--- config.mk ---
export PLATFORM = sky130hd
export DESIGN_NAME = decode_scoreboard
export DESIGN_NICKNAME = d
export VERILOG_FILES = /design/src/rtl/decode_pkg.sv /design/src/rtl/SignExtension.sv /design/src/rtl/decode_classify.sv /design/src/rtl/decode_scoreboard.sv
export SDC_FILE = /design/constraint.sdc
export NUM_CORES = 1
export LEC_CHECK = 0
export CORE_AREA = 4 4 259 198
export DETAILED_ROUTE_END_ITERATION = 8
export DIE_AREA = 0 0 263 202
export PLACE_DENSITY_LB_ADDON = 0.08
export SLEW_MARGIN = 20
export SYNTH_ARGS = -nofsm -noshare
export SYNTH_HDL_FRONTEND = slang
export SYNTH_HIERARCHICAL = 1
export SYNTH_SLANG_ARGS = --single-unit
--- constraint.sdc ---
create_clock -name I_CLOCK -period 17.1 [get_ports I_CLOCK]
set_clock_uncertainty 0.05 [all_clocks]
set_input_delay 4.275 -clock I_CLOCK [delete_from_list [all_inputs] [get_ports I_CLOCK]]
set_output_delay 4.275 -clock I_CLOCK [all_outputs]
set_load 0.05 [all_outputs]
--- src/rtl/decode_pkg.sv ---
// decode_pkg: shared definitions for the decode/scoreboard stage.
//   - instruction field positions inside the 32-bit IR
//   - opcode constants
//   - condition-code encodings {neg,zero,pos}
//   - instruction-class record produced by decode_classify
//   - saturating counter helper used by the pending-write trackers
package decode_pkg;

  localparam int OPC_LO  = 24;
  localparam int OPC_W   = 8;
  localparam int DEST_LO = 20;
  localparam int SRC1_LO = 16;
  localparam int SRC2_LO = 8;
  localparam int IMM_LO  = 0;
  localparam int IMM_W   = 16;

  localparam logic [7:0] OP_NOP  = 8'h00;
  localparam logic [7:0] OP_ADD  = 8'h01;
  localparam logic [7:0] OP_AND  = 8'h02;
  localparam logic [7:0] OP_ADDI = 8'h03;
  localparam logic [7:0] OP_MOVI = 8'h04;
  localparam logic [7:0] OP_LDW  = 8'h05;
  localparam logic [7:0] OP_STW  = 8'h06;
  localparam logic [7:0] OP_BRZ  = 8'h07;
  localparam logic [7:0] OP_BRN  = 8'h08;
  localparam logic [7:0] OP_JMP  = 8'h09;

  localparam logic [2:0] CC_NEG  = 3'b100;
  localparam logic [2:0] CC_ZERO = 3'b010;
  localparam logic [2:0] CC_POS  = 3'b001;

  typedef struct packed {
    logic uses_src1;
    logic uses_src2;
    logic writes_dest;
    logic sets_cc;
    logic is_branch;
  } iclass_t;

  // cur + inc - dec, clamped to [0, maxv]. The low clamp keeps a stray
  // writeback from wrapping a counter to "full"; the high clamp only
  // matters for the CC counter, which has no stall guarding its increment.
  function automatic int sat_update(input int cur, input int inc,
                                    input int dec, input int maxv);
    int t;
    t = cur + inc - dec;
    if (t < 0)    t = 0;
    if (t > maxv) t = maxv;
    return t;
  endfunction

  function automatic logic [2:0] cc_encode(input logic neg, input logic zero);
    if (neg)       return CC_NEG;
    else if (zero) return CC_ZERO;
    else           return CC_POS;
  endfunction

endpackage

--- src/rtl/SignExtension.sv ---
// SignExtension: widen a two's-complement value from IN_W to OUT_W bits.
//   I_In  : IN_W-bit input
//   O_Out : OUT_W-bit sign-extended result (OUT_W >= IN_W)
module SignExtension #(
  parameter int IN_W  = 16,
  parameter int OUT_W = 16
) (
  input  logic [IN_W-1:0]  I_In,
  output logic [OUT_W-1:0] O_Out
);

  assign O_Out = OUT_W'($signed(I_In));

endmodule

--- src/rtl/decode_classify.sv ---
// decode_classify: opcode -> instruction class flags. This table is the
// single source of truth for which operands an instruction reads/writes.
// Unknown opcodes decode to all-zero flags (behave as NOP for hazards).
//   opcode_i : 8-bit opcode
//   cls_o    : class record {uses_src1, uses_src2, writes_dest, sets_cc, is_branch}
module decode_classify
  import decode_pkg::*;
(
  input  logic [7:0] opcode_i,
  output iclass_t    cls_o
);

  always_comb begin
    cls_o = '0;
    case (opcode_i)
      OP_ADD, OP_AND: cls_o = '{1'b1, 1'b1, 1'b1, 1'b1, 1'b0};
      OP_ADDI:        cls_o = '{1'b1, 1'b0, 1'b1, 1'b1, 1'b0};
      OP_MOVI:        cls_o = '{1'b0, 1'b0, 1'b1, 1'b1, 1'b0};
      OP_LDW:         cls_o = '{1'b1, 1'b0, 1'b1, 1'b0, 1'b0};
      OP_STW:         cls_o = '{1'b1, 1'b1, 1'b0, 1'b0, 1'b0};
      OP_BRZ, OP_BRN: cls_o = '{1'b0, 1'b0, 1'b0, 1'b0, 1'b1};
      OP_JMP:         cls_o = '{1'b1, 1'b0, 1'b0, 1'b0, 1'b1};
      default:        cls_o = '0;
    endcase
  end

endmodule

--- src/rtl/decode_scoreboard.sv ---
// decode_scoreboard: decode stage with register file, per-register
// pending-write scoreboard and condition-code tracking.
//   I_CLOCK / I_RESET          : clock, async active-high reset
//   I_LOCK, I_PC, I_IR         : fetch slot (valid, PC, instruction)
//   I_FetchStall               : fetch bubble marker
//   I_WBEnable/RegIdx/Data/SetCC : NUM_WB independent writeback ports
//   O_LOCK..O_DepStall         : registered decoded slot (1-cycle latency)
//   O_DepStallSignal           : combinational hazard stall to fetch
//   O_BranchStallSignal        : combinational branch-in-decode to fetch
module decode_scoreboard
  import decode_pkg::*;
#(
  parameter int NUM_RF    = 16,
  parameter int REG_WIDTH = 16,
  parameter int PC_WIDTH  = 16,
  parameter int NUM_WB    = 2,
  parameter int PEND_W    = 2
) (
  input  logic                                I_CLOCK,
  input  logic                                I_RESET,
  input  logic                                I_LOCK,
  input  logic [PC_WIDTH-1:0]                 I_PC,
  input  logic [31:0]                         I_IR,
  input  logic                                I_FetchStall,
  input  logic [NUM_WB-1:0]                   I_WBEnable,
  input  logic [NUM_WB*$clog2(NUM_RF)-1:0]    I_WBRegIdx,
  input  logic [NUM_WB*REG_WIDTH-1:0]         I_WBData,
  input  logic [NUM_WB-1:0]                   I_WBSetCC,
  output logic                                O_LOCK,
  output logic [PC_WIDTH-1:0]                 O_PC,
  output logic [7:0]                          O_Opcode,
  output logic [REG_WIDTH-1:0]                O_Src1Value,
  output logic [REG_WIDTH-1:0]                O_Src2Value,
  output logic [$clog2(NUM_RF)-1:0]           O_DestRegIdx,
  output logic [REG_WIDTH-1:0]                O_Imm,
  output logic                                O_FetchStall,
  output logic                                O_DepStall,
  output logic                                O_DepStallSignal,
  output logic                                O_BranchStallSignal
);

  localparam int RI_W     = $clog2(NUM_RF);
  localparam int HIT_W    = $clog2(NUM_WB + 1);
  localparam int PEND_MAX = (1 << PEND_W) - 1;

  // ---- field extraction ----
  logic [OPC_W-1:0]     opcode;
  logic [RI_W-1:0]      dest, src1, src2;
  logic [REG_WIDTH-1:0] imm;
  iclass_t              cls;

  assign opcode = I_IR[OPC_LO  +: OPC_W];
  assign dest   = I_IR[DEST_LO +: RI_W];
  assign src1   = I_IR[SRC1_LO +: RI_W];
  assign src2   = I_IR[SRC2_LO +: RI_W];

  decode_classify u_classify (
    .opcode_i (opcode),
    .cls_o    (cls)
  );

  SignExtension #(.IN_W(IMM_W), .OUT_W(REG_WIDTH)) u_sext (
    .I_In  (I_IR[IMM_LO +: IMM_W]),
    .O_Out (imm)
  );

  logic [NUM_WB-1:0][RI_W-1:0]      wb_idx;
  logic [NUM_WB-1:0][REG_WIDTH-1:0] wb_data;
  assign wb_idx  = I_WBRegIdx;
  assign wb_data = I_WBData;

  // ---- architectural / tracking state ----
  logic [NUM_RF-1:0][REG_WIDTH-1:0] rf_q, rf_d;
  logic [NUM_RF-1:0][PEND_W-1:0]    pend_q, pend_d;
  logic [PEND_W-1:0]                cc_pend_q, cc_pend_d;
  logic [2:0]                       cc_q, cc_d;

  // Writebacks landing on each register (and on CC) this cycle.
  logic [NUM_RF-1:0][HIT_W-1:0] hits;
  logic [HIT_W-1:0]             cc_hits;

  always_comb begin
    hits    = '0;
    cc_hits = '0;
    for (int p = 0; p < NUM_WB; p++) begin
      if (I_WBEnable[p]) begin
        hits[wb_idx[p]] = hits[wb_idx[p]] + HIT_W'(1);
        if (I_WBSetCC[p]) cc_hits = cc_hits + HIT_W'(1);
      end
    end
  end

  // ---- hazard detection ----
  // A source is free if every outstanding write to it lands this cycle;
  // the bypass below then supplies the fresh value. Destination fullness
  // looks at the raw count so the increment can never overflow.
  logic slot, src1_busy, src2_busy, dest_full, cc_busy, dep_stall, issue;

  assign slot      = I_LOCK & ~I_FetchStall;
  assign src1_busy = int'(pend_q[src1]) > int'(hits[src1]);
  assign src2_busy = int'(pend_q[src2]) > int'(hits[src2]);
  assign dest_full = int'(pend_q[dest]) == PEND_MAX;
  assign cc_busy   = cc_pend_q != '0;

  assign dep_stall = slot & ((cls.uses_src1   & src1_busy) |
                             (cls.uses_src2   & src2_busy) |
                             (cls.writes_dest & dest_full) |
                             (cls.is_branch   & cc_busy));
  assign issue     = slot & ~dep_stall;

  assign O_DepStallSignal    = dep_stall;
  assign O_BranchStallSignal = slot & cls.is_branch & ~dep_stall;

  // ---- counter next state: issue increment and writeback decrements net out ----
  always_comb begin
    pend_d = '0;
    for (int r = 0; r < NUM_RF; r++) begin
      pend_d[r] = PEND_W'(sat_update(int'(pend_q[r]),
                                     (issue && cls.writes_dest && dest == RI_W'(r)) ? 1 : 0,
                                     int'(hits[r]), PEND_MAX));
    end
    cc_pend_d = PEND_W'(sat_update(int'(cc_pend_q), (issue && cls.sets_cc) ? 1 : 0,
                                   int'(cc_hits), PEND_MAX));
  end

  // ---- register file and CC writes; ascending port order so the highest port wins ----
  always_comb begin
    rf_d = rf_q;
    cc_d = cc_q;
    for (int p = 0; p < NUM_WB; p++) begin
      if (I_WBEnable[p]) begin
        rf_d[wb_idx[p]] = wb_data[p];
        if (I_WBSetCC[p])
          cc_d = cc_encode(wb_data[p][REG_WIDTH-1], wb_data[p] == '0);
      end
    end
  end

  // ---- source operand read with writeback bypass ----
  logic [REG_WIDTH-1:0] src1_val, src2_val;

  always_comb begin
    src1_val = rf_q[src1];
    src2_val = rf_q[src2];
    for (int p = 0; p < NUM_WB; p++) begin
      if (I_WBEnable[p] && wb_idx[p] == src1) src1_val = wb_data[p];
      if (I_WBEnable[p] && wb_idx[p] == src2) src2_val = wb_data[p];
    end
  end

  // ---- registered slot outputs ----
  logic                 lock_q, fstall_q, dstall_q;
  logic [PC_WIDTH-1:0]  pc_q;
  logic [7:0]           opcode_q, opcode_d;
  logic [REG_WIDTH-1:0] src1_q, src2_q, imm_q;
  logic [RI_W-1:0]      dest_q;

  // Stalled or bubbled slots travel downstream as NOPs.
  assign opcode_d = (dep_stall || I_FetchStall) ? 8'h00 : opcode;

  always_ff @(posedge I_CLOCK or posedge I_RESET) begin
    if (I_RESET) begin
      rf_q      <= '0;
      pend_q    <= '0;
      cc_pend_q <= '0;
      cc_q      <= CC_ZERO;
      lock_q    <= 1'b0;
      pc_q      <= '0;
      opcode_q  <= '0;
      src1_q    <= '0;
      src2_q    <= '0;
      dest_q    <= '0;
      imm_q     <= '0;
      fstall_q  <= 1'b0;
      dstall_q  <= 1'b0;
    end else begin
      rf_q      <= rf_d;
      pend_q    <= pend_d;
      cc_pend_q <= cc_pend_d;
      cc_q      <= cc_d;
      lock_q    <= I_LOCK;
      pc_q      <= I_PC;
      opcode_q  <= opcode_d;
      src1_q    <= src1_val;
      src2_q    <= src2_val;
      dest_q    <= dest;
      imm_q     <= imm;
      fstall_q  <= I_FetchStall;
      dstall_q  <= dep_stall;
    end
  end

  assign O_LOCK       = lock_q;
  assign O_PC         = pc_q;
  assign O_Opcode     = opcode_q;
  assign O_Src1Value  = src1_q;
  assign O_Src2Value  = src2_q;
  assign O_DestRegIdx = dest_q;
  assign O_Imm        = imm_q;
  assign O_FetchStall = fstall_q;
  assign O_DepStall   = dstall_q;

endmodule

### After elaboration in Yosys (flattened, before gate mapping)

Memories as Yosys holds them, arrays and structs flattened.
Cells that the tools add are included.

| storage, ports and cells | value |
|---|---|
| ROM bits | 112 |
| memories kept | 2 |
| logic and storage cells | 280 |
| bits of input ports | 96 |
| output and inout bits | 81 |
| register bits after elaboration | 369 |

| operators by class | value |
|---|---|
| muxes and demuxes | 93 |
| eq/ne operators | 20 |
| reduce and logical (&&, ||, !) cells | 28 |
| bitwise logic cells | 15 |
| magnitude comparators | 43 |
| add/subtract/negate cells | 37 |

Memory list:

| memory | depth | width | rd ports | clocked after Yosys merged registers in | wr ports | line | source |
|---|---|---|---|---|---|---|---|
| (no name shown) | 16 | 5 | 1 | 0 | 0 | decode_classify.sv:15 | `case (opcode_i)` |
| (no name shown) | 16 | 2 | 1 | 0 | 0 | decode_scoreboard.sv:87 | `hits[wb_idx[p]] = hits[wb_idx[p]] + HIT_W'(1);` |

Operators by type and width:

| kind | count |
|---|---|
| two-way mux 32 bit | 19 |
| greater-than comparator 32 x 3 -> 1 bit, second input constant | 17 |
| bitwise mux 256 bit | 2 |
| two-way mux 256 bit | 2 |
| binary-select mux 16 bit (select 4 bit) | 2 |
| demux 16 bit (select 4 bit) | 2 |
| two-way mux 16 bit | 8 |
| less-than comparator 4 x 1 -> 1 bit, second input constant | 17 |
| subtractor 3 x 2 -> 4 bit | 17 |
| two-way mux 2 bit | 28 |
| adder 2 x 1 -> 3 bit | 17 |
| binary-select mux 2 bit (select 4 bit) | 6 |
| AND 32 bit | 1 |
| bitwise mux 32 bit | 1 |
| == test 4 bit, second input constant | 8 |
| less-than comparator 4 x 5 -> 1 bit, second input constant | 5 |
| logical AND 1 bit | 24 |
| two-way mux 1 bit | 19 |
| demux 2 bit (select 4 bit) | 2 |
| == test 4 x 3 -> 1 bit, second input constant | 4 |
| == test 4 bit | 4 |
| AND 1 bit | 9 |
| == test 4 x 2 -> 1 bit, second input constant | 2 |
| greater-or-equal comparator 4 x 1 -> 1 bit, second input constant | 2 |
| other kinds (11) | 18 |

### Logic depth before layout (Yosys ltp)

Gate-level depths: netlist of the first run.

| logic depth | value |
|---|---|
| word-level depth | 30 |
| mapped depth | 22 |
| mapped depth without buffers | 19 |

### Modules after synthesis

Netlist of the first run, hierarchy kept.

Modules (own cells, without submodules):

| module | times used | sequential area each (µm²) | area each (µm²) | cells an instance |
|---|---|---|---|---|
| decode_scoreboard | 1 | 9233.9 | 23872.9 | 2220 |
| decode_classify | 1 | 0.0 | 182.7 | 24 |
| SignExtension | 1 | 0.0 | 120.1 | 16 |

### Least setup slack after synthesis of the first run

No wires, ideal clock.

| path | value |
|---|---|
| kind | input to output |
| from | input I_IR[16] |
| to | output O_DepStallSignal |
| setup slack | 5264 ps |
| arrival time | 7511 ps |
| cell stages on the path | 11 |
| path buffers | 4 |
| data required time | 12775 ps |
| path through | clkbuf_1 > buf_6 > buf_6 > buf_2 > mux4_2 > mux4_2 > ha_1 > nor2b_1 > o211ai_1 > and3_1 > a21oi_1 |

| on the way | value |
|---|---|
| cells in the longest elaborated chain, start to end | 8 |
| elaborated cells on any way between the ends | 10 |
| classes of those cells | order compare (1); mux (4); bitwise (5) |

RTL lines:

| element | line | source |
|---|---|---|
| start, declared | decode_scoreboard.sv:23 | `input logic [31:0] I_IR,` |
| binary-select mux 2 bit (select 4 bit) | decode_scoreboard.sv:100 | `assign src1_busy = int'(pend_q[src1]) > int'(hits[src1]);` |
| two-way mux 2 bit (implied by the code) | decode_scoreboard.sv:100 |  |
| greater-than comparator 2 bit (*) | decode_scoreboard.sv:100 |  |
| AND 1 bit (*) | decode_scoreboard.sv:105 | `assign dep_stall = slot & ((cls.uses_src1 & src1_busy) \|` |
| bitwise OR 1 bit (*) | decode_scoreboard.sv:105 |  |
| bitwise OR 1 bit (*) | decode_scoreboard.sv:106 | `(cls.uses_src2 & src2_busy) \|` |
| bitwise OR 1 bit (*) | decode_scoreboard.sv:107 | `(cls.writes_dest & dest_full) \|` |
| AND 1 bit (*) | decode_scoreboard.sv:105 |  |
| end, declared | decode_scoreboard.sv:38 | `output logic O_DepStallSignal,` |

Every way passes the cells marked *; elsewhere a longest branch is shown, timed or not. The select of a mux whose other input is x is not followed.

### Worst setup path in the final report of the first run

| path | value |
|---|---|
| from | input I_WBEnable[0] |
| to | output O_BranchStallSignal |

| on the way | value |
|---|---|
| cells in the longest elaborated chain, start to end | 16 |
| elaborated cells on any way between the ends | 20 |
| classes of those cells | add/sub (1); order compare (2); mux (9); bitwise (8) |

RTL lines:

| element | line | source |
|---|---|---|
| start, declared | decode_scoreboard.sv:25 | `input logic [NUM_WB-1:0] I_WBEnable,` |
| two-way mux 32 bit (*) | decode_scoreboard.sv:86 | `if (I_WBEnable[p]) begin` |
| binary-select mux 2 bit (select 4 bit) | decode_scoreboard.sv:87 |  |
| two-way mux 2 bit (implied by the code) | decode_scoreboard.sv:87 |  |
| adder 2 x 1 -> 2 bit | decode_scoreboard.sv:87 |  |
| bitwise mux 32 bit | decode_scoreboard.sv:87 |  |
| two-way mux 32 bit (*) | decode_scoreboard.sv:86 |  |
| binary-select mux 2 bit (select 4 bit), on equally long branches | decode_scoreboard.sv:100, decode_scoreboard.sv:101 |  |
| two-way mux 2 bit, on equally long branches | decode_scoreboard.sv:100, decode_scoreboard.sv:101 |  |
| greater-than comparator 2 bit, on equally long branches | decode_scoreboard.sv:100, decode_scoreboard.sv:101 |  |
| AND 1 bit, on equally long branches | decode_scoreboard.sv:105, decode_scoreboard.sv:106 |  |
| bitwise OR 1 bit (*) | decode_scoreboard.sv:105 |  |
| bitwise OR 1 bit (*) | decode_scoreboard.sv:106 |  |
| bitwise OR 1 bit (*) | decode_scoreboard.sv:107 |  |
| AND 1 bit (*) | decode_scoreboard.sv:105 |  |
| inverter 1 bit (*) | decode_scoreboard.sv:112 | `assign O_BranchStallSignal = slot & cls.is_branch & ~dep_stall;` |
| AND 1 bit (*) | decode_scoreboard.sv:112 |  |
| end, declared | decode_scoreboard.sv:39 | `output logic O_BranchStallSignal` |

Marked as above.

==> run_results.csv, run 1 <==
group,metric,value,unit
outcome,status,"finished, final reports clean",
synthesis,synth_most_common_cell,"dfrtp_1",
clock_network,cts-buffers-inserted,42,
place,dp_hpwl,53000,um
setup_path,crit_path_max_incr_delay,0.91,ns
floorplanning,die_h,202,um
grt,antenna_found_initial,1,
place,dp.cells,2889,
timing,rsz0062_at_grt,"false",
worst_hold_path,worstHoldPathType,"reg -> reg",
floorplanning,num_rows,70,
detailed_routing,viasPerCell,6.22,
floorplanning,core_area,48500,um^2
synthesis,seq_area_frac_synth,0.382,
timing,final_max_slew_viol_count,0,
timing,relSlewSlack,0.219,
synthesis,ys_warn_count,6,
clock_network,clkSinkCount,369,
detailed_routing,final_antenna_net_count,0,
synthesis,post_synth.cell_area_avg,10.7,um^2
setup_path,cp.arrival,9.29,ns
timing,min_period,13.61,ns
detailed_routing,drtPass1Iterations,5,
power,powerDensity,124,nW/um^2
place,gp_congestion,0.951,
grt,track_usage,0.289,
timing,fin_tns_setup,0,ns
setup_path,cp_slowest_cell,"clkdlybuf4s50_1",
layout,multi_input_area,13700,um^2
power,p_leak,11.4,nW
layout,area_growth,13.9,%
grt,grt_max_degree,120,
timing,final.period_utilization,0.796,
layout,nNetsFinal,2477,
setup_path,worstPathMaxFanout,17,
floorplanning,dieArea,53100,um^2
place,io_buffer_count,176,
clock_network,ctsResizeCount,0,
clock_network,hold_buffers,0,
layout,final_cells,2965,
timing,worstMarginPinSlew,1.17,ns
synthesis,async_flop_share,1.00,
setup_path,crit_type,"in -> out",
clock_network,post-cts-setup-buffers,0,
clock_network,clk-insertion-delay-late,0.57,ns
synthesis,netlist_top_cells_area,"dfrtp_1, mux4_2, mux2i_1",
setup_path,startpoint_type,"input pin",
synthesis,synth_edf_count,0,
timing,max_freq,73.5,MHz
setup_path,reg2reg_from,"pend_q[1]",
floorplanning,die_x,263,um
grt,grt_pass1_wl,117000,um
detailed_routing,finalWirelength,77700,um
floorplanning,io_pins,177,
layout,n_antenna_cell,0,
detailed_routing,num_vias,18400,
layout,seq_area,9230,um^2
grt,grt-ovfl-total,0,
worst_hold_path,min_from,"rf_q[170]",
synthesis,ys_types,69,
synthesis,synth.top_cell.area_share,0.382,
setup_path,crit_chain,"clkdlybuf4s50_1 > nor4b_2 > nand2_1 > xnor2_1 > a32o_1 > a311oi_1 > nand4_1 > ha_1 > nand2_1 > o211ai_1 > and3_1 > and4_1 > clkdlybuf4s50_1",
synthesis,syn-num-nets,2451,
synthesis,syn_area,24200,um^2
grt,grt_pass1_vias,18000,
clock_network,cts.clk_slew.worst_paths,0.06,ns
clock_network,cts-root-buf,"clkbuf_16",
detailed_routing,drtIter0Drc,1990,
timing,hold_viol,0,
setup_path,endpoint_kind,"output pin",
clock_network,clk_path_buf_depth,3,
layout,utilization,0.567,
synthesis,yosysTopAreaCell,"dfrtp_1",
setup_path,cp.required,12.78,ns
detailed_routing,wl_per_cell,26.2,um
synthesis,synthFlopType,"dfrtp_1",
clock_network,cts_tree,"yes",
floorplanning,initial_utilization,0.498,
setup_path,crit_path_start,"I_WBEnable[0]",
clock_network,htreeDepth,2,
synthesis,ys_ff_latch,369,
synthesis,synthCells,2260,
layout,n_fill_cell,4083,
timing,setup_viol,0,
power,peakVddDrop,0.0000670,V
synthesis,synth_common_cells,"dfrtp_1, mux2i_1, nand2_1",
detailed_routing,drc_errors,0,
layout,drive_gt1_frac,0.148,
flow_run,cap_violations,0,
[cell type report]
cell class                      count  area share
Timing Repair Buffer              221      0.0760
Multi-Input combinational cell   1591       0.496
Tap cell                          648      0.0294
Sequential cell                   369       0.335
Inverter                           61     0.00859
Clock inverter                     13     0.00800
Clock buffer                       62      0.0465
[registers in the layout, summed over array words and instances (netlist names)]
name and flops:
O_DepStall 1, cc_pend_q 2, O_Opcode 8, rf_q 256, pend_q 32, O_Src2Value 16, O_LOCK 1, O_Imm 16
O_Src1Value 16, O_DestRegIdx 4, O_FetchStall 1, O_PC 16
[layout by cell type (no fill, tap or decap), types with 6 or more instances in the layout]
cell             instances
ha_1                    61
xnor2_1                 24
dfrtp_1                369
buf_4                   48
nor2_2                  10
a211oi_1                18
a221oi_1                 6
o22a_1                  10
nor2_1                 198
inv_1                   59
clkdlybuf4s50_1        170
nand4_1                  9
nand3b_1                 6
or4_1                   17
clkbuf_1                 8
nand2b_1                13
a21oi_1                128
nor3_1                   9
clkbuf_16               45
bufinv_16                6
mux4_2                 185
nand3_1                 16
xor2_1                   9
clkbuf_8                 9
o21ai_0                169
fa_1                    34
and3_1                   8
mux2i_1                268
nand2_1                263
a31oi_1                 38
nor2b_1                 19
[routing by layer]
metal | up-vias | global-route usage | wire length (um)
met5 | - | 0 | 0
met4 | 0 | 0.0527 | 1110
met3 | 68 | 0.0953 | 9570
met2 | 920 | 0.384 | 31000
met1 | 9314 | 0.463 | 36100
li1 | 8138 | - | -
[through the flow]
| stage | total power, mW | instance area (um^2) | hold WS, ns | setup slack [ns] |
|---|---|---|---|---|
| floorplan | 2.04 | 24200 | 0.491 | 2.53 |
| global placement | 2.37 | 26000 | 0.512 | 3.40 |
| detailed placement | 2.41 | 26000 | 0.522 | 3.27 |
| CTS | 3.41 | 27500 | 0.538 | 3.28 |
| global route | 3.59 | 27500 | 0.569 | 3.21 |
| finish | 3.41 | 27500 | 0.538 | 3.49 |
[worst max-delay path, delay by kind of cell]
family / cells / cell delay (ns)
adder cells (fa/ha/maj): 1 / 0.31
XOR/XNOR: 1 / 0.44
AND/OR/NAND/NOR: 6 / 1.87
buffers and inverters: 2 / 1.71
AO/OA/AOI/OAI: 3 / 0.67
[kinds of logic (layout without fill, tap and decap cells)]
kind of cell / count (synthesis) / after routing / synth area share
adders and majority gates: 95 / 95 / 0.0597
DFF: 369 / 369 / 0.382
and+or+nand+nor: 613 / 613 / 0.114
buffers and inverters: 300 / 357 / 0.0546
xor gates and xnor gates: 35 / 35 / 0.0133
AOI/OAI and AO/OA: 390 / 390 / 0.0901
muxes: 458 / 458 / 0.286
[report_power, final]
group | internal [mW] | switching [mW] | leakage [nW]
Combinational | 0.533 | 0.602 | 6.36
Sequential | 1.10 | 0.196 | 4.34
Clock | 0.607 | 0.380 | 0.733
[final timing paths]
check	endpoint	slack, ns	cells after the start
min in group asynchronous	O_Imm[8]	4.24	2
worst max-delay path	O_BranchStallSignal	3.49	13
worst min-delay path	rf_q[170]	0.54	2
worst max register to register	pend_q[5]	12.10	13
worst min register to register	rf_q[170]	0.54	2
max in group asynchronous	rf_q[86]	9.91	6
Note: power is estimated with default switching activity, not from simulation.
==> run 2: changes to the inputs <==
- clock period: 17.1 -> 11.2 ns (I/O delays scaled with it)
==> run 2 against run 1 <==
Non-clock buffer count grew 1. Combinational power rose by 54%. Cell area down 0.75%. Largest cell class unchanged.
==> run_results.csv, run 2 (synthesis gave the netlist of run 1 again) <==
group,metric,value,unit
outcome,status,"finished, final reports clean",
detailed_routing,wl_per_cell,26.2,um
timing,setup_viol,0,
clock_network,clkSinkCount,369,
timing,final_max_slew_viol_count,0,
floorplanning,core_area,48500,um^2
clock_network,cts.clk_slew.worst_paths,0.06,ns
setup_path,reg2reg_depth,13,
layout,nNetsFinal,2477,
clock_network,cts_tree,"yes",
place,dp_hpwl,53800,um
layout,largest-register,"rf_q",
place,gp_congestion,0.894,
worst_hold_path,worstHoldPathType,"reg -> reg",
power,p_leak,11.3,nW
floorplanning,dieArea,53100,um^2
clock_network,cts-buffers-inserted,41,
detailed_routing,drtPass1Iterations,5,
layout,largest_reg_flops,256,
layout,layout_common_cells,"dfrtp_1, mux2i_1, nand2_1",
clock_network,clk_path_buf_depth,3,
clock_network,clk-insertion-delay-late,0.57,ns
power,powerDensity,184,nW/um^2
setup_path,path_delay_family,"simple AND/OR/NAND/NOR gates",
layout,utilization,0.563,
layout,seq_area,9230,um^2
grt,grt_pass1_wl,117000,um
grt,grt_pass1_vias,18100,
layout,final_common_cell,"dfrtp_1",
layout,multi_input_area,13700,um^2
power,switchingPower,1.79,mW
flow_run,cap_violations,0,
setup_path,crit_path_max_incr_delay,1.05,ns
power,comb_power_share,0.346,
power,peakVddDrop,0.000108,V
power,seqPwrFrac,0.390,
layout,final_cells,2962,
floorplanning,die_h,202,um
timing,hold_viol,0,
setup_path,worstPathMaxFanout,34,
timing,relSlewSlack,0.238,
power,power,5.03,mW
detailed_routing,finalWirelength,77600,um
setup_path,cp.required,8.35,ns
setup_path,cp_slowest_cell,"clkdlybuf4s50_1",
worst_hold_path,hold_depth,2,
floorplanning,die_x,263,um
place,dp.cells,2891,
layout,drive_gt1_frac,0.147,
timing,worstMarginPinSlew,1.14,ns
layout,n_antenna_cell,0,
grt,grt-ovfl-total,0,
detailed_routing,drtIter0Drc,2067,
layout,reg_top3,"rf_q x256, pend_q x32",
setup_path,startpoint_type,"input pin",
timing,fin_tns_setup,0,ns
setup_path,cp.arrival,7.10,ns
floorplanning,num_rows,70,
detailed_routing,drc_errors,0,
detailed_routing,num_vias,18500,
setup_path,critPathBufInv,2,
layout,area_growth,13.0,%
timing,rsz0062_at_grt,"false",
grt,antenna_found_initial,2,
setup_path,crit_cells,13,
grt,track_usage,0.289,
setup_path,crit_chain,"clkdlybuf4s50_1 > nand2b_1 > or2_2 > mux2i_1 > mux4_2 > a31oi_1 > nand4_1 > ha_1 > nand2_1 > o211ai_1 > and3_1 > and4_1 > buf_4",
detailed_routing,viasPerCell,6.24,
clock_network,cts-root-buf,"clkbuf_16",
place,io_buffer_count,176,
power,p_int,3.23,mW
clock_network,hold_buffers,0,
timing,min_period,9.95,ns
layout,n_fill_cell,4094,
floorplanning,io_pins,177,
clock_network,post-cts-setup-buffers,0,
floorplanning,initial_utilization,0.498,
clock_network,htreeDepth,2,
power,clkPwrFrac,0.264,
setup_path,crit_type,"in -> out",
grt,grt_max_degree,171,
timing,final.period_utilization,0.889,
clock_network,ctsResizeCount,0,
timing,max_freq,100,MHz
setup_path,endpoint_kind,"output pin",
detailed_routing,final_antenna_net_count,0,
power,swShare,0.357,
[run 2: power groups by stage]
| stage | Combinational [mW] | Sequential, mW | Clock (mW) |
|---|---|---|---|
| 2_1_floorplan | 1.05 | 2.06 | 0 |
| 3_3_place_gp | 1.66 | 1.95 | 0 |
| 3_5_place_dp | 1.70 | 1.97 | 0 |
| 4_1_cts | 1.71 | 1.95 | 1.36 |
| 5_1_grt | 1.87 | 2.00 | 1.41 |
| 6_report | 1.74 | 1.96 | 1.33 |
[run 2: final timing paths]
path / start / end / slack [ns]
min reg2reg: rf_q[97] / rf_q[97] / 0.54
max: I_WBRegIdx[5] / O_BranchStallSignal / 1.25
min: rf_q[97] / rf_q[97] / 0.54
max reg2reg: pend_q[1] / pend_q[31] / 6.16
min in group asynchronous: I_RESET / O_Opcode[2] / 2.83
max in group asynchronous: I_RESET / rf_q[215] / 6.85
[run 2: per-stage QoR]
stage               hold WS [ns]  worst slack, ns  cell area [um^2]
finish                     0.539             1.25             27300
global route               0.565             1.01             27300
CTS                        0.540             1.29             27300
detailed placement         0.524             1.30             26000
global placement           0.510             1.38             26000
floorplan                  0.491             2.31             24200
[run 2: final cells by class]
| class | instances | share of cell area |
|---|---|---|
| clock inverter | 10 | 0.00293 |
| clock buffer | 61 | 0.0440 |
| timing repair buffer | 222 | 0.0773 |
| inverter | 61 | 0.00852 |
| multi-input combinational | 1591 | 0.500 |
| tap | 648 | 0.0297 |
| sequential | 369 | 0.338 |
[run 2: routing by layer]
metal / track usage / vias to the layer above / wire length, um
met5: 0 / - / 7
met4: 0.0516 / 2 / 1160
met3: 0.108 / 99 / 10000
met2: 0.387 / 968 / 30800
met1: 0.453 / 9251 / 35600
li1: - / 8159 / -
[run 2: tightest hold or removal path: stages, from the launching register on]
cell and delay [ns]:
dfrtp_1 0.36, mux2i_1 0.07, o21ai_0 0.13
